===== config.mk =====
export PLATFORM = sky130hd
export DESIGN_NAME = unified_mem_arbiter
export DESIGN_NICKNAME = d
export VERILOG_FILES = /design/src/rtl/rv32i_mem_pkg.sv /design/src/rtl/arb_starve_ctr.sv /design/src/rtl/unified_mem_arbiter.sv
export SDC_FILE = /design/constraint.sdc
export NUM_CORES = 1
export LEC_CHECK = 0
export ABC_AREA = 1
export BUFFER_PORTS_ARGS = -buffer_cell sky130_fd_sc_hd__buf_2
export CORE_AREA = 2 2 118 120
export DETAILED_ROUTE_END_ITERATION = 7
export DIE_AREA = 0 0 120 122
export PLACE_DENSITY_LB_ADDON = 0.1
export SYNTH_ARGS = -nofsm -noshare
export SYNTH_HDL_FRONTEND = slang
export SYNTH_SLANG_ARGS = --single-unit

===== constraint.sdc =====
create_clock -name clk -period 2.2 [get_ports clk]
set_clock_uncertainty 0.05 [all_clocks]
set_input_delay 0.44 -clock clk [delete_from_list [all_inputs] [get_ports clk]]
set_output_delay 0.44 -clock clk [all_outputs]
set_load 0.005 [all_outputs]

===== src/rtl/rv32i_mem_pkg.sv =====
// Shared types and default widths for the unified instruction/data memory path.
package rv32i_mem_pkg;

    localparam int unsigned DEFAULT_AW = 32;
    localparam int unsigned DEFAULT_DW = 32;
    // Starvation counter width; STARVE_LIMIT must fit (1..15)
    localparam int unsigned STARVE_CW  = 4;

    // Which requester owns the read data returning next cycle
    typedef enum logic [1:0] {
        NONE = 2'd0,
        IF   = 2'd1,
        DM   = 2'd2
    } owner_t;

    typedef enum logic [1:0] {
        RUN    = 2'd0,
        DRAIN  = 2'd1,
        HALTED = 2'd2
    } halt_state_t;

endpackage


===== src/rtl/arb_starve_ctr.sv =====
// Saturating count of consecutive data grants taken while a fetch waits.
module arb_starve_ctr #(
    parameter int unsigned CW = 4
) (
    input  logic          clk,
    input  logic          rst,
    input  logic          inc,
    input  logic          clr,
    input  logic [CW-1:0] limit,
    output logic          at_limit
);

    logic [CW-1:0] cnt_q, cnt_d;

    // Clear wins over increment; increment stops at the limit
    always_comb begin
        cnt_d = cnt_q;
        if (clr) begin
            cnt_d = '0;
        end else if (inc && (cnt_q < limit)) begin
            cnt_d = cnt_q + CW'(1);
        end
    end

    // Counter register
    always_ff @(posedge clk or negedge rst) begin
        if (!rst) begin
            cnt_q <= '0;
        end else begin
            cnt_q <= cnt_d;
        end
    end

    assign at_limit = (cnt_q == limit);

endmodule


===== src/rtl/unified_mem_arbiter.sv =====
// Arbitrates one single-port synchronous-read memory between fetch and data
// ports, returns read data to its owner a cycle later, and sequences halt.
module unified_mem_arbiter
    import rv32i_mem_pkg::*;
#(
    parameter int unsigned AW           = DEFAULT_AW,
    parameter int unsigned DW           = DEFAULT_DW,
    parameter int unsigned STARVE_LIMIT = 4
) (
    input  logic            clk,
    input  logic            rst,
    input  logic            if_req,
    input  logic [AW-1:0]   if_addr,
    output logic            if_gnt,
    output logic            if_rvalid,
    output logic [DW-1:0]   if_rdata,
    input  logic            dm_req,
    input  logic            dm_we,
    input  logic [DW/8-1:0] dm_be,
    input  logic [AW-1:0]   dm_addr,
    input  logic [DW-1:0]   dm_wdata,
    output logic            dm_gnt,
    output logic            dm_rvalid,
    output logic [DW-1:0]   dm_rdata,
    output logic            mem_en,
    output logic            mem_we,
    output logic [DW/8-1:0] mem_be,
    output logic [AW-3:0]   mem_addr,
    output logic [DW-1:0]   mem_wdata,
    input  logic [DW-1:0]   mem_rdata,
    input  logic            halt,
    output logic            halt_ack,
    output logic [31:0]     stall_cycles
);

    halt_state_t state_q, state_d;
    owner_t      owner_q, owner_d;
    logic [31:0] stall_q;
    logic        at_limit;
    logic        fetch_blocked;
    logic        starve_inc;
    logic        starve_clr;

    // Byte-offset bits are dropped on the word-addressed memory
    logic unused_addr_bits;
    assign unused_addr_bits = ^{if_addr[1:0], dm_addr[1:0]};

    arb_starve_ctr #(
        .CW (STARVE_CW)
    ) u_starve (
        .clk      (clk),
        .rst      (rst),
        .inc      (starve_inc),
        .clr      (starve_clr),
        .limit    (STARVE_CW'(STARVE_LIMIT)),
        .at_limit (at_limit)
    );

    // Grant decision: data by default, fetch when data idle or fetch is starved.
    // Fetch is blocked from the cycle halt is first seen.
    always_comb begin
        fetch_blocked = (state_q != RUN) | halt;
        if_gnt        = if_req & ~fetch_blocked & (~dm_req | at_limit);
        dm_gnt        = dm_req & ~if_gnt;
        starve_inc    = dm_gnt & if_req;
        starve_clr    = if_gnt | ~if_req;
    end

    // Memory command follows the winner; all zero when idle
    always_comb begin
        mem_en    = if_gnt | dm_gnt;
        mem_we    = 1'b0;
        mem_be    = '0;
        mem_addr  = '0;
        mem_wdata = '0;
        if (if_gnt) begin
            mem_be   = '1;
            mem_addr = if_addr[AW-1:2];
        end else if (dm_gnt) begin
            mem_we    = dm_we;
            mem_be    = dm_be;
            mem_addr  = dm_addr[AW-1:2];
            mem_wdata = dm_wdata;
        end
    end

    // Tag the owner of the read data that returns next cycle; stores tag nothing
    always_comb begin
        owner_d = NONE;
        if (if_gnt) begin
            owner_d = IF;
        end else if (dm_gnt && !dm_we) begin
            owner_d = DM;
        end
    end

    // Owner tag register; reset discards any in-flight read
    always_ff @(posedge clk or negedge rst) begin
        if (!rst) begin
            owner_q <= NONE;
        end else begin
            owner_q <= owner_d;
        end
    end

    // Steer returning read data to the tagged port
    always_comb begin
        if_rvalid = (owner_q == IF);
        dm_rvalid = (owner_q == DM);
        if_rdata  = if_rvalid ? mem_rdata : '0;
        dm_rdata  = dm_rvalid ? mem_rdata : '0;
    end

    // Halt FSM state register
    always_ff @(posedge clk or negedge rst) begin
        if (!rst) begin
            state_q <= RUN;
        end else begin
            state_q <= state_d;
        end
    end

    // Halt FSM next state: drain waits only for an outstanding fetch read
    always_comb begin
        state_d = state_q;
        case (state_q)
            RUN:     if (halt) state_d = DRAIN;
            DRAIN:   if (owner_q != IF) state_d = HALTED;
            HALTED:  state_d = HALTED;
            default: state_d = RUN;
        endcase
    end

    // Halt FSM output: acknowledged once no fetch data remains in flight
    always_comb begin
        halt_ack = (state_q == HALTED) || ((state_q == DRAIN) && (owner_q != IF));
    end

    // Fetch stall cycles while running, saturating
    always_ff @(posedge clk or negedge rst) begin
        if (!rst) begin
            stall_q <= '0;
        end else if ((state_q == RUN) && if_req && !if_gnt && (stall_q != '1)) begin
            stall_q <= stall_q + 32'd1;
        end
    end

    assign stall_cycles = stall_q;

endmodule


==> flow_metrics.py, run 1 <==
metrics = {
    "final_layout": {
        "final_layout_size_suffix_gt1_share_pct": 40.51,
        "multiInputGateArea_sq_mm": 0.002217,
        "post-route-cell-area_sq_mm": 0.005862,
        "syn_to_final_growth_pct": 62.17,
        "finish.net_count": 1077,
        "antenna_cells_inserted": 0,
        "final_cells": 1113,
        "fillers": 1495,
        "flip_flop_and_latch_area_sq_mm": 0.001001,
    },
    "sta": {
        "finalHoldViolations": 0,
        "period_share_pct": 103.4,
        "setup_total_negative_slack_ns": -1.825,
        "setup_repair_after_global_routing_missed_its_margin": "yes",
        "slew_viol_final": 0,
        "final_period_minus_worst_setup_slack_ns": 2.275,
        "finalHoldWorstSlack_ns": 0.05490,
        "maxClockFrequency_ghz": 0.4395,
        "layout_setup_ws_ns": -0.07516,
        "timing_worst_slew_pin_value_ns": 0.3720,
        "count_of_final_setup_violators": 37,
        "slew_headroom_pct": 74.94,
    },
    "die": {
        "horizontal_extent_of_the_die_microns": 120,
        "core_area_sq_mm": 0.01350,
        "die_area_sq_mm": 0.01464,
        "start_util_pct": 26.77,
        "fp.dieH_microns": 122,
        "row_count": 43,
        "io_pins": 307,
    },
    "pwr": {
        "cellPowerDensity_mw_per_mm2": 510.6,
        "finalPower_w": 0.002993,
        "reported_leakage_power_nw": 3.667,
        "vdd.ir_drop.worst_mv": 0.2886,
    },
    "grt": {
        "antenna_found_initial": 0,
        "grt_first_pass_wirelength_mm": 21.07,
        "pin_count_of_the_biggest_net_entering_global_routing": 41,
        "grt_pass1_vias": 4163,
        "grt.total_usage_pct": 17.95,
        "globalRouteOverflowTotal": 0,
    },
    "setup_path": {
        "setup.worst_path.end": "mem_addr[4]",
        "worst_path_dominant_cell_family": "buffers and inverters",
        "end_kind": "primary output",
        "crit_path_cell_trace": "inv_2 -> ha_4 -> nand2_4 -> nor2_4 -> nand2_4 -> nand2_4 -> inv_2 -> buf_12 -> a22o_1 -> buf_2",
        "r2r_start": "stall_cycles[0]",
        "worstSetupPathType": "flop to primary output",
        "worst-path-buf-inv": 4,
        "crit_fanout": 16,
        "worstRegToRegCells": 10,
        "r2r_slack_ns": 0.32,
        "critPathSlowestCell": "sky130_fd_sc_hd__dfrtp_1",
        "critPathLaunch": "state_q[1]",
        "crit_path_frequent_cell": "sky130_fd_sc_hd__nand2_4",
        "startpoint_type": "flop",
        "timing.critical_path.arrival_ns": 1.79,
        "cpPeakStageDelay_ns": 0.39,
        "cp.required_ns": 1.71,
        "critical_path_depth": 10,
        "regToRegEndpoint": "stall_cycles[23]",
    },
    "status": {
        "violations_in_the_final_reports": "setup timing",
        "outcome": "finished with violations",
    },
    "cts": {
        "worstSkewPairLatency_ns": 0.29,
        "max-clock-path-buffers": 2,
        "clockRootBuffer": "sky130_fd_sc_hd__clkbuf_16",
        "post_cts_hold_buffer_count": 0,
        "cts_htree_levels": 2,
        "numCtsBuffers": 5,
        "cts_sinks": 40,
        "clk_pin_slew_worst_paths_ns": 0.07,
        "cts_tree": "built",
    },
    "place": {
        "port-buffer-count": 302,
        "gp_congestion": 0.8725,
        "numPlacedInstances": 1092,
        "placement.cell_area_sq_mm": 0.005390,
        "dp_hpwl_mm": 11.46,
    },
    "detailed_routing": {
        "initialDrtViolationCount": 274,
        "first_pass_iters": 4,
        "drt-total-wl_mm": 14.68,
        "route.detailed.drc": 0,
        "detailroute.via_count": 4795,
        "per_cell_via_count_in_the_routed_design": 4.308,
        "avgRoutedWirePerCell_microns": 13.19,
        "postRouteAntennaNets": 0,
    },
    "min_path": {
        "worst_hold_path_type": "input pin to asynchronous set/reset pin",
    },
    "synth": {
        "synth_area_per_cell_sq_um": 5.849,
        "synth_fp_nets": 763,
        "synth_seq_cells": 40,
        "synthCells": 618,
        "synthTopCellsByArea": "sky130_fd_sc_hd__dfrtp_1, sky130_fd_sc_hd__nand2_1, sky130_fd_sc_hd__nor2_1, sky130_fd_sc_hd__inv_1, sky130_fd_sc_hd__a22o_1",
        "synth_top_cell_by_area": "sky130_fd_sc_hd__dfrtp_1",
        "post-synth-top-area-fraction_pct": 27.69,
        "fraction_of_the_yosys_area_taken_by_sequential_cells_pct": 27.69,
        "synthDistinctLibCells": 27,
        "synth.yosys.warnings": 0,
        "syn-cell-area_sq_mm": 0.003615,
    },
    "job": {
        "max-cap-violations": 0,
    },
}
[cell usage after synthesis]
cell                       instances
sky130_fd_sc_hd__nand2_1         200
sky130_fd_sc_hd__nor2_1          155
sky130_fd_sc_hd__inv_1           102
sky130_fd_sc_hd__dfrtp_1          40
sky130_fd_sc_hd__a22o_1           30
sky130_fd_sc_hd__nand3_1          21
sky130_fd_sc_hd__clkbuf_1         12
sky130_fd_sc_hd__xor2_1            9
sky130_fd_sc_hd__ha_1              7
sky130_fd_sc_hd__buf_6             5
sky130_fd_sc_hd__xnor2_1           5
sky130_fd_sc_hd__a21oi_1           4
sky130_fd_sc_hd__buf_2             4
sky130_fd_sc_hd__nand4_1           4
sky130_fd_sc_hd__o21ai_0           3
sky130_fd_sc_hd__o21ai_1           3
sky130_fd_sc_hd__nand2_4           2
sky130_fd_sc_hd__nand3b_1          2
sky130_fd_sc_hd__nor2_4            2
sky130_fd_sc_hd__inv_2             1
sky130_fd_sc_hd__inv_4             1
sky130_fd_sc_hd__nand2_2           1
sky130_fd_sc_hd__nand2_8           1
sky130_fd_sc_hd__nor2_2            1
sky130_fd_sc_hd__nor3b_1           1
sky130_fd_sc_hd__o21bai_1          1
sky130_fd_sc_hd__or2_2             1
[cells in the final DEF (no fill, tap or decap), drive strengths merged]
cell and count:
a21oi 4, a22o 30, buf 326, bufinv 1, clkbuf 7, clkinv 1, clkinvlp 1, dfrtp 40
ha 7, inv 104, nand2 204, nand3 21, nand3b 2, nand4 4, nor2 158, nor3b 1
o21ai 6, o21bai 1, or2 1, xnor2 5, xor2 9
[worst register-to-register path, stage by stage (launching register included)]
cell and delay, ns:
sky130_fd_sc_hd__dfrtp_1 0.44, sky130_fd_sc_hd__ha_1 0.25, sky130_fd_sc_hd__nand2_2 0.09, sky130_fd_sc_hd__nor2_4 0.19, sky130_fd_sc_hd__nand2_4 0.10, sky130_fd_sc_hd__nor2_4 0.16, sky130_fd_sc_hd__nand2_4 0.10, sky130_fd_sc_hd__nand2_8 0.11
sky130_fd_sc_hd__inv_4 0.13, sky130_fd_sc_hd__nand2_1 0.10, sky130_fd_sc_hd__nand2_1 0.05
[registers in the layout, summed over array words and instances (netlist names)]
signal / cells
owner_q: 2
state_q: 2
stall_cycles: 32
u_starve.cnt_q: 4
[how the worst min path moves through the flow]
stage,start,to,slack [ns],depth (start not counted)
after floorplan,rst,owner_q[0],0.09,0
after global placement,rst,stall_cycles[19],0.38,2
after detailed placement,rst,stall_cycles[19],0.38,2
after CTS,rst,stall_cycles[7],0.08,2
after global routing,rst,stall_cycles[7],0.08,2
final,rst,stall_cycles[7],0.05,2
[logic make-up (layout without fill, tap and decap cells)]
| logic type | Yosys count | count (layout) | share of synthesized area, % |
|---|---|---|---|
| compound gates | 41 | 41 | 8.861 |
| xor+xnor | 14 | 14 | 3.392 |
| fa+ha+maj | 7 | 7 | 2.423 |
| buf+inv | 125 | 440 | 14.23 |
| flops | 40 | 40 | 27.69 |
| simple gates | 391 | 391 | 43.41 |
[where the power goes]
part	total (W)	switching, W	internal (W)	leakage (nW)
logic	0.00127	0.000654	0.000611	3.04
clock network	0.000856	0.000322	0.000534	0.0798
registers	0.000872	0.0000741	0.000798	0.548
[metal layers]
layer / wire [microns] / global-route usage, % / up-vias
li1: - / - / 2478
met1: 6375 / 23.47 / 2105
met2: 7067 / 30.58 / 198
met3: 1003 / 3.605 / 14
met4: 232 / 3.971 / 0
met5: 0 / 0 / -
[per-stage QoR]
stage | utilization [%] | worst slack (ns)
2_1_floorplan | - | 0.1450
3_3_place_gp | 39.91 | 0.05758
3_5_place_dp | 39.91 | 0.01903
4_1_cts | 41.80 | -0.1420
5_1_grt | 43.41 | -0.1804
6_report | 43.41 | -0.07516
[timing repair]
item | in CTS | in global routing
setup buffers | 6 | 2
endpoints found under the setup margin | 65 | 69
pin swaps | 4 | 2
gates cloned | 1 | 4
gates resized for setup | 9 | 38
[area by class of cell]
| cell class | instances | share of cell area [%] |
|---|---|---|
| Inverter | 104 | 6.702 |
| Multi-Input combinational cell | 453 | 37.82 |
| Clock buffer | 5 | 2.134 |
| Timing Repair Buffer | 328 | 31.70 |
| Sequential cell | 40 | 17.08 |
| Clock inverter | 3 | 0.7257 |
| Tap cell | 180 | 3.842 |
No activity file was read; power rests on OpenSTA's default activity.
==> run 2, diff against run 1 <==
--- a/config.mk
+++ b/config.mk
@@ -5,11 +5,10 @@
 export SDC_FILE = /design/constraint.sdc
 export NUM_CORES = 1
 export LEC_CHECK = 0
-export ABC_AREA = 1
 export BUFFER_PORTS_ARGS = -buffer_cell sky130_fd_sc_hd__buf_2
-export CORE_AREA = 2 2 118 120
+export CORE_AREA = 2 2 121 123
 export DETAILED_ROUTE_END_ITERATION = 7
-export DIE_AREA = 0 0 120 122
+export DIE_AREA = 0 0 123 125
 export PLACE_DENSITY_LB_ADDON = 0.1
 export SYNTH_ARGS = -nofsm -noshare
 export SYNTH_HDL_FRONTEND = slang
==> run 2 against run 1 <==
The run still ends with setup timing left. Count of clock-buffer cells in the layout did not move. Setup slack got worse by 0.074 ns. Via count fell by 18%. First-iteration DRC count fell by 54%. Combinational power fell by 12%. Clock power fell by 3.9%. Utilization fell by 4.2 points. Die area rose by 5.0%. Design area fell by 4.9%. Critical path type unchanged. Critical endpoint is now mem_addr[27]. Largest cell class unchanged. Highest routed layer unchanged.
==> flow_metrics.py, run 2 <==
metrics = {
    "final_layout": {
        "final_cells": 910,
        "layout.cells.most_common": "sky130_fd_sc_hd__buf_2",
        "syn_to_final_growth_pct": 76.16,
        "layout.cells.most_common_list": "sky130_fd_sc_hd__buf_2, sky130_fd_sc_hd__and2_1, sky130_fd_sc_hd__nand2_1",
        "largest_register_ffs": 32,
        "finish.net_count": 870,
        "antenna_cells_inserted": 0,
        "final_layout_size_suffix_gt1_share_pct": 54.96,
        "post-route-cell-area_sq_mm": 0.005574,
    },
    "min_path": {
        "instance_count_along_the_most_critical_hold_path": 2,
        "hold_start": "dm_we",
        "worst_hold_path_type": "input pin to flop",
        "timing.hold.worst_endpoint": "owner_q[1]",
    },
    "synth": {
        "proportion_of_register_bits_with_asynchronous_set_or_reset_after_synthesis_pct": 100.0,
        "synth_edf_count": 0,
        "synthCells": 400,
        "synthTopCellsByArea": "sky130_fd_sc_hd__dfrtp_1, sky130_fd_sc_hd__and2_1, sky130_fd_sc_hd__nand2_1, sky130_fd_sc_hd__xnor2_1, sky130_fd_sc_hd__o21ai_0",
        "syn-cell-area_sq_mm": 0.003164,
        "synth_top_cell_by_area": "sky130_fd_sc_hd__dfrtp_1",
        "synthDistinctLibCells": 39,
        "synth.most_common_cell": "sky130_fd_sc_hd__and2_1",
        "synth.top_cells.by_count": "sky130_fd_sc_hd__and2_1, sky130_fd_sc_hd__nand2_1, sky130_fd_sc_hd__dfrtp_1, sky130_fd_sc_hd__o21ai_0, sky130_fd_sc_hd__xnor2_1",
        "synth_area_per_cell_sq_um": 7.911,
        "synth_seq_cells": 40,
        "synth_fp_nets": 545,
        "fraction_of_the_yosys_area_taken_by_sequential_cells_pct": 31.63,
        "synth.yosys.warnings": 0,
        "post-synth-top-area-fraction_pct": 31.63,
        "top_ff_cell_synth": "sky130_fd_sc_hd__dfrtp_1",
    },
    "die": {
        "io_pins": 307,
        "core_area_sq_mm": 0.01420,
        "fp.dieH_microns": 125,
        "die_area_sq_mm": 0.01538,
        "row_count": 44,
        "horizontal_extent_of_the_die_microns": 123,
        "start_util_pct": 22.28,
    },
    "sta": {
        "count_of_final_setup_violators": 68,
        "setup_repair_after_global_routing_missed_its_margin": "yes",
        "timing_worst_slew_pin_value_ns": 0.4394,
        "layout_setup_ws_ns": -0.1496,
        "slew_viol_final": 0,
        "period_share_pct": 106.8,
        "slew_headroom_pct": 70.49,
        "final_period_minus_worst_setup_slack_ns": 2.350,
        "maxClockFrequency_ghz": 0.4256,
        "finalHoldWorstSlack_ns": 0.2722,
        "finalHoldViolations": 0,
    },
    "setup_path": {
        "worstRegToRegCells": 7,
        "end_kind": "primary output",
        "cp.required_ns": 1.71,
        "r2r_slack_ns": 0.15,
        "worstSetupPathType": "flop to primary output",
        "crit_fanout": 8,
        "regToRegEndpoint": "stall_cycles[1]",
        "timing.critical_path.arrival_ns": 1.86,
        "r2r_start": "state_q[0]",
        "startpoint_type": "flop",
        "critPathLaunch": "state_q[0]",
    },
    "cts": {
        "clockRootBuffer": "sky130_fd_sc_hd__clkbuf_16",
        "cts_sinks": 40,
        "cts_htree_levels": 2,
        "worstSkewPairLatency_ns": 0.28,
        "cts_tree": "built",
        "numCtsBuffers": 5,
        "max-clock-path-buffers": 2,
        "clk_pin_slew_worst_paths_ns": 0.06,
    },
    "grt": {
        "globalRouteOverflowTotal": 0,
        "grt_first_pass_wirelength_mm": 18.71,
        "grt_pass1_vias": 3760,
        "grt.total_usage_pct": 15.22,
        "use_met2_pct": 27.98,
        "pin_count_of_the_biggest_net_entering_global_routing": 40,
        "top_usage_layer": "met2",
        "groute.layer.met3.usage_pct": 3.467,
        "antenna_found_initial": 0,
        "met1_usage_pct": 17.46,
    },
    "status": {
        "outcome": "finished with violations",
        "violations_in_the_final_reports": "setup timing",
    },
    "pwr": {
        "vdd.ir_drop.worst_mv": 0.2173,
        "power.sequential.fraction_pct": 31.0,
        "cellPowerDensity_mw_per_mm2": 506.3,
        "p_clk_share_pct": 29.2,
        "sw_frac_of_total_pct": 30.33,
        "finalPower_w": 0.002822,
        "reported_leakage_power_nw": 3.156,
        "comb_power_share_pct": 39.8,
        "cell_internal_pwr_w": 0.001966,
        "switching_power_w": 0.0008558,
    },
    "detailed_routing": {
        "postRouteAntennaNets": 0,
        "initialDrtViolationCount": 127,
        "detailroute.via_count": 3939,
        "per_cell_via_count_in_the_routed_design": 4.329,
        "route.detailed.drc": 0,
        "avgRoutedWirePerCell_microns": 13.65,
        "drt-total-wl_mm": 12.42,
        "first_pass_iters": 4,
    },
    "place": {
        "port-buffer-count": 302,
        "gp_congestion": 0.8125,
        "dp_hpwl_mm": 9.737,
        "placement.cell_area_sq_mm": 0.004987,
        "numPlacedInstances": 881,
    },
    "job": {
        "max-cap-violations": 0,
    },
}
-- run 2: changes by cell type in the layout (fill, tap and decap cells not counted), sizes merged, moves of 10 or more --
cell / change
and2: +100
buf: +12
a22o: -30
and3: +10
inv: -96
xnor2: +18
o21ai: +25
nand2: -131
nor2: -149
-- run 2: worst max path at each step --
| stage | endpoint | slack [ns] |
|---|---|---|
| 5_1_grt | mem_addr[25] | -0.24 |
| 6_report | mem_addr[27] | -0.15 |
| 2_1_floorplan | mem_addr[10] | -0.01 |
| 4_1_cts | mem_addr[7] | -0.19 |
| 3_5_place_dp | mem_wdata[14] | 0.02 |
| 3_3_place_gp | mem_addr[9] | 0.04 |
-- run 2: through the flow --
stage / util, % / setup slack, ns / setup TNS (ns)
finish: 39.24 / -0.1496 / -6.616
global route: 39.24 / -0.2427 / -12.70
detailed placement: 35.11 / 0.02257 / 0
floorplan: - / -0.01201 / -0.2402
CTS: 37.90 / -0.1931 / -8.482
global placement: 35.11 / 0.04440 / 0
-- run 2: cells by family after synthesis --
kind of cell | Yosys count | share of synthesized area (%)
AND/OR/NAND/NOR | 239 | 42.11
AO/OA/AOI/OAI | 49 | 9.371
flip-flops | 40 | 31.63
buffers and inverters | 31 | 4.270
XOR/XNOR | 28 | 7.750
adder cells (fa/ha/maj) | 7 | 2.768
multiplexers | 6 | 2.096
-- run 2: metal layers --
| layer | vias to the layer above | share of wire (%) |
|---|---|---|
| li1 | 1972 | - |
| met1 | 1772 | 39 |
| met2 | 177 | 51 |
| met3 | 18 | 8.1 |
| met4 | 0 | 1.9 |
| met5 | - | 0 |
-- run 2: layout make-up --
type | instances | area, sq um
Clock buffer | 5 | 125.1
Multi-Input combinational cell | 329 | 2187
Timing Repair Buffer | 341 | 1958
Inverter | 8 | 30.03
Sequential cell | 40 | 1001
Clock inverter | 3 | 42.54
Tap cell | 184 | 230.2
Fill cell | 1476 | 8630
-- run 2: power groups by stage --
stage	sequential (W)	clock [W]	combinational [W]
global placement	0.000885	0	0.000895
CTS	0.000871	0.000858	0.00106
floorplan	0.000886	0	0.000401
detailed placement	0.000890	0	0.000910
global route	0.000886	0.000890	0.00126
finish	0.000874	0.000823	0.00112
-- run 2: worst max-delay path, stage by stage (launching register included) --
cell and delay [ns]:
sky130_fd_sc_hd__dfrtp_1 0.39, sky130_fd_sc_hd__inv_2 0.09, sky130_fd_sc_hd__ha_4 0.14, sky130_fd_sc_hd__nor2b_4 0.16, sky130_fd_sc_hd__nand2_4 0.07, sky130_fd_sc_hd__a21oi_4 0.15
sky130_fd_sc_hd__buf_4 0.14, sky130_fd_sc_hd__buf_8 0.10, sky130_fd_sc_hd__buf_4 0.10, sky130_fd_sc_hd__nand2_1 0.04, sky130_fd_sc_hd__o21ai_0 0.06, sky130_fd_sc_hd__buf_2 0.14
-- run 2: what timing repair did --
action	in CTS	in global routing
endpoints found under the setup margin	69	73
pin swaps	4	11
setup buffers	10	8
hold buffers	1	0
cloned	3	2
endpoints found under the hold margin	1	0
resized for setup	29	52
==> run 3, diff against run 2 <==
--- a/config.mk
+++ b/config.mk
@@ -9,7 +9,7 @@
 export CORE_AREA = 2 2 121 123
 export DETAILED_ROUTE_END_ITERATION = 7
 export DIE_AREA = 0 0 123 125
-export PLACE_DENSITY_LB_ADDON = 0.1
+export PLACE_DENSITY_LB_ADDON = 0.2
 export SYNTH_ARGS = -nofsm -noshare
 export SYNTH_HDL_FRONTEND = slang
 export SYNTH_SLANG_ARGS = --single-unit
==> run 3 against run 2 <==
The flow still finishes with violations (setup timing). Combinational power barely moved. Sequential share of layout area shrank 0.22 points. Hold slack got worse by 0.10 ns. Routed wire length increased by 0.93%. Cell count shrank 0.44%. Largest cell class unchanged. Largest power group unchanged.
==> flow_metrics.py, run 3 (synthesized netlist as in run 2, its figures left out) <==
metrics = {
    "status": {
        "outcome": "finished with violations",
        "violations_in_the_final_reports": "setup timing",
    },
    "setup_path": {
        "r2r_start": "u_starve.cnt_q[0]",
        "timing.critical_path.arrival_ns": 1.90,
        "cpPeakStageDelay_ns": 0.39,
        "regToRegEndpoint": "stall_cycles[16]",
        "crit_fanout": 8,
        "r2r_slack_ns": 0.14,
        "worstRegToRegCells": 9,
        "cp.required_ns": 1.71,
        "worstSetupPathType": "flop to primary output",
        "end_kind": "primary output",
        "crit_path_frequent_cell": "sky130_fd_sc_hd__buf_12",
        "startpoint_type": "flop",
        "crit_path_cell_trace": "inv_2 -> ha_4 -> nor2b_4 -> nand2_4 -> a21oi_4 -> buf_12 -> buf_12 -> buf_16 -> a21o_1 -> buf_2",
        "critPathSlowestCell": "sky130_fd_sc_hd__dfrtp_1",
    },
    "pwr": {
        "vdd.ir_drop.worst_mv": 0.2599,
        "reported_leakage_power_nw": 3.177,
        "power.sequential.fraction_pct": 30.3,
        "sw_frac_of_total_pct": 30.44,
        "cellPowerDensity_mw_per_mm2": 514.4,
        "comb_power_share_pct": 39.6,
        "cell_internal_pwr_w": 0.002020,
        "switching_power_w": 0.0008838,
        "p_clk_share_pct": 30.1,
    },
    "die": {
        "horizontal_extent_of_the_die_microns": 123,
        "core_area_sq_mm": 0.01420,
        "die_area_sq_mm": 0.01538,
        "row_count": 44,
        "fp.dieH_microns": 125,
        "io_pins": 307,
        "start_util_pct": 22.28,
    },
    "grt": {
        "antenna_found_initial": 0,
        "grt_pass1_vias": 3707,
        "grt_first_pass_wirelength_mm": 18.57,
        "globalRouteOverflowTotal": 0,
        "pin_count_of_the_biggest_net_entering_global_routing": 41,
        "grt.total_usage_pct": 15.11,
    },
    "sta": {
        "count_of_final_setup_violators": 67,
        "layout_setup_ws_ns": -0.1863,
        "finalHoldViolations": 0,
        "maxClockFrequency_ghz": 0.4191,
        "slew_viol_final": 0,
        "setup_repair_after_global_routing_missed_its_margin": "yes",
        "slew_headroom_pct": 65.24,
        "setup_total_negative_slack_ns": -7.821,
        "period_share_pct": 108.5,
        "timing_worst_slew_pin_value_ns": 0.5213,
        "final_period_minus_worst_setup_slack_ns": 2.386,
    },
    "final_layout": {
        "layout.cells.most_common_list": "sky130_fd_sc_hd__buf_2, sky130_fd_sc_hd__and2_1, sky130_fd_sc_hd__nand2_1",
        "flip_flop_and_latch_area_sq_mm": 0.001001,
        "antenna_cells_inserted": 0,
        "multiInputGateArea_sq_mm": 0.002210,
        "layout.cells.most_common": "sky130_fd_sc_hd__buf_2",
        "largest_register_ffs": 32,
        "syn_to_final_growth_pct": 78.37,
        "finish.net_count": 866,
        "fillers": 1485,
        "final_layout_size_suffix_gt1_share_pct": 56.09,
    },
    "cts": {
        "worstSkewPairLatency_ns": 0.29,
        "numCtsBuffers": 5,
        "cts_tree": "built",
        "cts_sinks": 40,
        "max-clock-path-buffers": 2,
        "cts_htree_levels": 2,
        "clk_pin_slew_worst_paths_ns": 0.06,
        "clockRootBuffer": "sky130_fd_sc_hd__clkbuf_16",
    },
    "detailed_routing": {
        "postRouteAntennaNets": 0,
        "first_pass_iters": 4,
        "route.detailed.drc": 0,
        "drt-total-wl_mm": 12.53,
        "detailroute.via_count": 4008,
        "avgRoutedWirePerCell_microns": 13.83,
        "per_cell_via_count_in_the_routed_design": 4.424,
        "initialDrtViolationCount": 175,
    },
    "min_path": {
        "worst_hold_path_type": "input pin to asynchronous set/reset pin",
    },
    "place": {
        "gp_congestion": 0.8855,
        "dp_hpwl_mm": 9.655,
        "preCtsSetupSlack_ns": -0.05974,
        "port-buffer-count": 302,
    },
    "job": {
        "max-cap-violations": 0,
    },
}
==> run 3: cell count changes in the layout (fill, tap and decap cells not counted), sizes merged <==
cell         previous run  this run
buf                   338       336
clkinvlp                1         0
dlygate4sd3             1         0
==> run 3: how the worst max path moves through the flow <==
stage / slack (ns) / cells past startpoint / to / from
3_3_place_gp: 0.03 / 9 / mem_addr[3] / state_q[0]
4_1_cts: -0.15 / 10 / mem_addr[27] / state_q[1]
5_1_grt: -0.28 / 10 / mem_addr[26] / state_q[0]
6_report: -0.19 / 10 / mem_be[3] / state_q[0]
3_5_place_dp: -0.06 / 9 / mem_addr[19] / state_q[0]
2_1_floorplan: -0.01 / 9 / mem_addr[10] / state_q[0]
==> run 3: layer usage <==
metal	vias up	wire (microns)	track usage (%)	share of wire [%]
li1	1966	-	-	-
met1	1839	5171	18.97	41
met2	181	6198	26.52	49
met3	22	963	2.828	7.7
met4	0	200	3.543	1.6
met5	-	0	0	0
==> run 3: critical path, delay by kind of cell (launching register included) <==
| family | cells | cell delay [ns] |
|---|---|---|
| simple gates | 2 | 0.24 |
| compound gates | 2 | 0.29 |
| buf+inv | 5 | 0.56 |
| fa+ha+maj | 1 | 0.13 |
| flops | 1 | 0.39 |
==> run 3: repair_timing <==
| action | in CTS | in global routing |
|---|---|---|
| buffers inserted | 11 | 2 |
| pin swaps | 7 | 20 |
| endpoints found under the setup margin | 69 | 72 |
| hold buffers | 0 | 0 |
| cloned | 6 | 1 |
| gates resized for setup | 52 | 42 |
==> run 3: layout make-up <==
type                    count  share of cell area (%)
clock buffers               6                   2.461
repair buffers            337                   35.36
clock inverters             2                  0.6872
well taps                 184                   4.079
multi-input cells         329                   39.15
flip-flops and latches     40                   17.73
inverters                   8                  0.5320
==> run 3: power groups by stage <==
| stage | registers [W] | logic, W | clock network (W) |
|---|---|---|---|
| 5_1_grt | 0.000892 | 0.00128 | 0.000945 |
| 3_5_place_dp | 0.000898 | 0.000897 | 0 |
| 6_report | 0.000880 | 0.00115 | 0.000873 |
| 4_1_cts | 0.000881 | 0.00111 | 0.000908 |
| 2_1_floorplan | 0.000886 | 0.000401 | 0 |
| 3_3_place_gp | 0.000891 | 0.000875 | 0 |
==> run 3: through the flow <==
stage | hold WS, ns | instance area, sq um | cells | utilization [%] | power [W]
final | 0.1674 | 5644 | 906 | 39.74 | 0.002904
after global routing | 0.2230 | 5644 | 906 | 39.74 | 0.003112
after CTS | 0.1867 | 5479 | 903 | 38.57 | 0.002898
after detailed placement | 0.4427 | 4960 | 879 | 34.92 | 0.001795
after global placement | 0.4235 | 4960 | 879 | 34.92 | 0.001766
after floorplan | 0.09441 | 3166 | 400 | - | 0.001287
